`src/rtl/reg_issue_ctrl.sv`:
```
// rtl/reg_issue_ctrl.sv - four-state issue/writeback controller for the register block
// Optional R0_HARDWIRE_EN: suppress the write-back of any instruction whose rd is 0.
module reg_issue_ctrl #(
  parameter int RWIDTH = 6,
  parameter int DWIDTH = 32,
  parameter int IMM_IN = 15,
  parameter int CNTW   = 16
) (
  input  logic              clk,
  input  logic              rst,
  input  logic              instr_valid,
  output logic              instr_ready,
  input  logic [31:0]       instr,
  output logic [RWIDTH-1:0] rs,
  output logic [RWIDTH-1:0] rt,
  output logic [RWIDTH-1:0] rd,
  output logic [IMM_IN-1:0] imm_in,
  output logic              muxsel1,
  output logic [3:0]        ALUopsel,
  input  logic [DWIDTH-1:0] ALUresult,
  output logic [DWIDTH-1:0] wd,
  output logic              we,
  output logic              done,
  output logic [CNTW-1:0]   retire_cnt
);

  typedef enum logic [1:0] {IDLE, DECODE, EXEC, WB} state_t;

  localparam logic [3:0] OP_NOP = 4'b1111;

  state_t state;
  logic   wb_write;

  assign instr_ready = (state == IDLE);

`ifdef R0_HARDWIRE_EN
  assign wb_write = (ALUopsel != OP_NOP) && (rd != '0);
`else
  assign wb_write = (ALUopsel != OP_NOP);
`endif

  always_ff @(posedge clk or posedge rst) begin
    if (rst) begin
      state      <= IDLE;
      rs         <= '0;
      rt         <= '0;
      rd         <= '0;
      imm_in     <= '0;
      muxsel1    <= 1'b0;
      ALUopsel   <= OP_NOP;
      wd         <= '0;
      we         <= 1'b0;
      done       <= 1'b0;
      retire_cnt <= '0;
    end else begin
      case (state)
        IDLE: begin
          if (instr_valid) begin
            ALUopsel <= instr[31:28];
            muxsel1  <= instr[27];
            rd       <= instr[26:21];
            rs       <= instr[20:15];
            rt       <= instr[14:9];
            imm_in   <= instr[14:0];
            state    <= DECODE;
          end
        end
        DECODE: state <= EXEC;
        EXEC: begin
          // we/done are registered so they are high exactly for the WB cycle
          wd    <= ALUresult;
          we    <= wb_write;
          done  <= 1'b1;
          state <= WB;
        end
        WB: begin
          we         <= 1'b0;
          done       <= 1'b0;
          retire_cnt <= retire_cnt + {{(CNTW-1){1'b0}}, 1'b1};
          state      <= IDLE;
        end
        default: state <= IDLE;
      endcase
    end
  end

endmodule

```
`config.mk`:
```
export PLATFORM = sky130hd
export DESIGN_NAME = reg_issue_ctrl
export DESIGN_NICKNAME = d
export VERILOG_FILES = /design/src/rtl/reg_issue_ctrl.sv
export SDC_FILE = /design/constraint.sdc
export NUM_CORES = 1
export LEC_CHECK = 0
export ABC_AREA = 1
export CORE_ASPECT_RATIO = 0.5
export CORE_MARGIN = 5
export CORE_UTILIZATION = 45
export DETAILED_ROUTE_END_ITERATION = 12
export GPL_ROUTABILITY_DRIVEN = 0
export PLACE_DENSITY = 0.82
export REMOVE_ABC_BUFFERS = 1
export SYNTH_ARGS = -nofsm -noshare
export SYNTH_HDL_FRONTEND = slang
export SYNTH_SLANG_ARGS = --single-unit
```
`constraint.sdc`:
```
create_clock -name clk -period 4.4 [get_ports clk]
set_clock_uncertainty 0.1 [all_clocks]
set_input_delay 0.66 -clock clk [delete_from_list [all_inputs] [get_ports clk]]
set_output_delay 0.66 -clock clk [all_outputs]
set_load 0.05 [all_outputs]
```
==> results.tsv <==
stage	metric	value	unit
sta	fmax	0.3749	GHz
clock_network	numCtsBuffers	9	
clock_network	cts_setup_buffers	0	
power_and_ir_drop	powerDensity	879.0	nW/um^2
global_route	grt_max_degree	52	
final_layout	num-fill-cells	552	
floorplanning	core-area	7460	sq um
detailed_routing	dr.pass1.iters	4	
yosys	yosysWarnings	0	
final_layout	finalNetCount	560	
place	preCtsSetupSlack	2.058	ns
yosys	synthDistinctLibCells	24	
worst_setup_path	path_class	reg -> out	
sta	worst_slew_pin_slew	0.8390	ns
clock_network	clock_latency	0.33	ns
hold_path	hp-class	reg -> reg	
yosys	synth_xor_area_share	2.237	%
global_route	grt_pass1_vias	2835	
yosys	avgSynthCellArea	10.46	sq um
sta	setup_ws	1.733	ns
sta	max_slew_margin	44.00	%
power_and_ir_drop	p_seq_share	28.4	%
detailed_routing	drtAntennaViolNets	0	
clock_network	clock-sinks	84	
yosys	synth_top_family_by_area	simple AND/OR/NAND/NOR gates	
detailed_routing	vias_per_cell	4.614	
sta	hold_violations	0	
place	placed_area	5105	sq um
clock_network	htreeDepth	3	
yosys	ys_seq_area_share	59.80	%
final_layout	layout_common_cells	clkdlybuf4s50_1 (155), nand2_1 (129), dfrtp_1 (80)	
worst_setup_path	cp-startpoint	state[0]	
worst_setup_path	end_kind	primary output	
power_and_ir_drop	vdd_drop_max	480.7	uV
power_and_ir_drop	internal-power	2.402	mW
clock_network	postCtsHoldBufs	0	
detailed_routing	wire_per_inst	14.74	microns
final_layout	finish.instance_area	5370	sq um
sta	slew_violations	0	
yosys	yosys.area_share.simple	19.14	%
yosys	netlist_instances	337	
floorplanning	start_util	47.23	%
place	io_buffer_count	155	
power_and_ir_drop	p_comb_share	57.4	%
sta	whs	0.3698	ns
detailed_routing	vias	2773	
worst_setup_path	worstPathMaxFanout	4	
worst_setup_path	timing.rr.start	state[0]	
clock_network	cts_tree	done	
global_route	grt_pass1_wl	14300	microns
final_layout	final_common_cell	clkdlybuf4s50_1	
status	status	completed	
detailed_routing	drt_iter0_drc	145	
yosys	synth-seq-cells	84	
global_route	antenna_found_initial	0	
power_and_ir_drop	power_frac_clock	14.3	%
final_layout	multi_input_area	1212	sq um
clock_network	root_buffer	clkbuf_16	
detailed_routing	routed_wl	8860	microns
sta	fin_setup_tns	0	ns
hold_path	hold_start	wd[19]	
sta	min_period	2.667	ns
worst_setup_path	cp.arrival	1.91	ns
yosys	synthAdderAreaFrac	1.776	%
worst_setup_path	crit_path_start_kind	flop	
sta	grt_setup_unrepaired	false	
power_and_ir_drop	power.leakage	2.474	nW
floorplanning	std_cell_rows	22	
clock_network	cts_resized	0	
sta	fin_crit_sh	60.62	%
yosys	synth_area	3523	sq um
floorplanning	die_h	72.57	microns
sta	setup_viol	0	
power_and_ir_drop	p_switching	2.318	mW
final_layout	syn2layout_area_growth	52.41	%
final_layout	drive_gt1_share	6.288	%
final_layout	regArea	2107	sq um
detailed_routing	drc	0	
clock_network	clk_pin_slew	0.06	ns
global_route	grt_util_all_layers	18.96	%
clock_network	clockBufferDepth	2	
floorplanning	ios	156	
place	dp_hpwl	6662	microns
final_layout	antennaDiodeCount	0	
floorplanning	dieArea	9807	sq um
worst_setup_path	required	3.64	ns
final_layout	finalCoreUtilization	71.99	%
yosys	synth_compound_area_share	1.030	%
global_route	grt_overflow	0	
floorplanning	die_w	135.1	microns
job	cap_violations	0	
power_and_ir_drop	swShare	49.11	%
yosys	synthMuxAreaShare	10.23	%
## through the flow
step | cells | power (mW)
2_1_floorplan | 320 | 3.085
3_3_place_gp | 585 | 4.023
3_5_place_dp | 585 | 4.078
4_1_cts | 601 | 4.771
5_1_grt | 601 | 4.958
6_report | 601 | 4.720
## final timing paths
path | depth (start not counted) | endpoint | slack (ns)
worst max-delay path | 3 | instr_ready | 1.73
worst min-delay path | 2 | wd[19] | 0.37
worst max register to register | 4 | rs[3] | 2.49
worst min register to register | 2 | wd[19] | 0.37
max in group asynchronous | 3 | rd[3] | 2.59
min in group asynchronous | 2 | imm_in[8] | 0.70
## synth_stat cells
| library cell | n | share of area [%] |
|---|---|---|
| nand2_1 | 129 | 14 |
| dfrtp_1 | 80 | 57 |
| mux2_1 | 32 | 10 |
| inv_1 | 19 | 2.0 |
| nand3_1 | 9 | 1.3 |
| nor2_1 | 9 | 0.96 |
| buf_2 | 7 | 0.99 |
| buf_4 | 7 | 1.5 |
| xor2_1 | 7 | 1.7 |
| ha_1 | 5 | 1.8 |
| dfstp_2 | 4 | 3.0 |
| nand2_2 | 4 | 0.71 |
| nor2_4 | 4 | 1.3 |
| o21ai_0 | 4 | 0.57 |
| buf_6 | 3 | 0.96 |
| inv_2 | 3 | 0.32 |
| nand4_1 | 2 | 0.36 |
| o21ai_1 | 2 | 0.28 |
| xnor2_1 | 2 | 0.50 |
| a31oi_1 | 1 | 0.18 |
| and3_1 | 1 | 0.18 |
| nand2_4 | 1 | 0.32 |
| nor2_2 | 1 | 0.18 |
| nor3_1 | 1 | 0.14 |
## registers in the layout, indices dropped and copies added (netlist names)
name,flops
rt,6
rs,6
state,2
done,1
rd,6
retire_cnt,16
we,1
muxsel1,1
ALUopsel,4
wd,32
imm_in,9
## cells by family (layout without fill, tap and decap cells)
logic type / Yosys count / count (layout)
AOI/OAI and AO/OA: 7 / 7
adders and majority gates: 5 / 5
DFF: 84 / 84
buffers and inverters: 39 / 195
muxes: 32 / 32
xor gates and xnor gates: 9 / 9
and+or+nand+nor: 161 / 161
## critical path, stage by stage, from the launching register on
cell	delay (ns)
dfrtp_1	0.38
inv_1	0.12
ha_1	0.24
clkdlybuf4s50_1	0.84
## power by group through the flow
stage	clock network, mW	registers [mW]	logic (mW)
4_1_cts	0.691	1.34	2.74
2_1_floorplan	0	2.57	0.515
3_5_place_dp	0	1.35	2.73
6_report	0.673	1.34	2.71
3_3_place_gp	0	1.34	2.69
5_1_grt	0.728	1.39	2.84
## final cells by class
cell class / count / area share, %
timing repair buffer: 157 / 29.17
inverter: 22 / 1.561
sequential: 84 / 39.24
multi-input combinational: 214 / 22.58
clock inverter: 1 / 0.1398
tap: 108 / 2.516
clock buffer: 15 / 4.800
## layer usage
layer / track usage [%] / share of wire [%]
met5: 0 / 0
met3: 4.959 / 3.7
met4: 9.497 / 3.2
met2: 33.65 / 54
met1: 21.58 / 39
(Power assumes the default switching activity.)
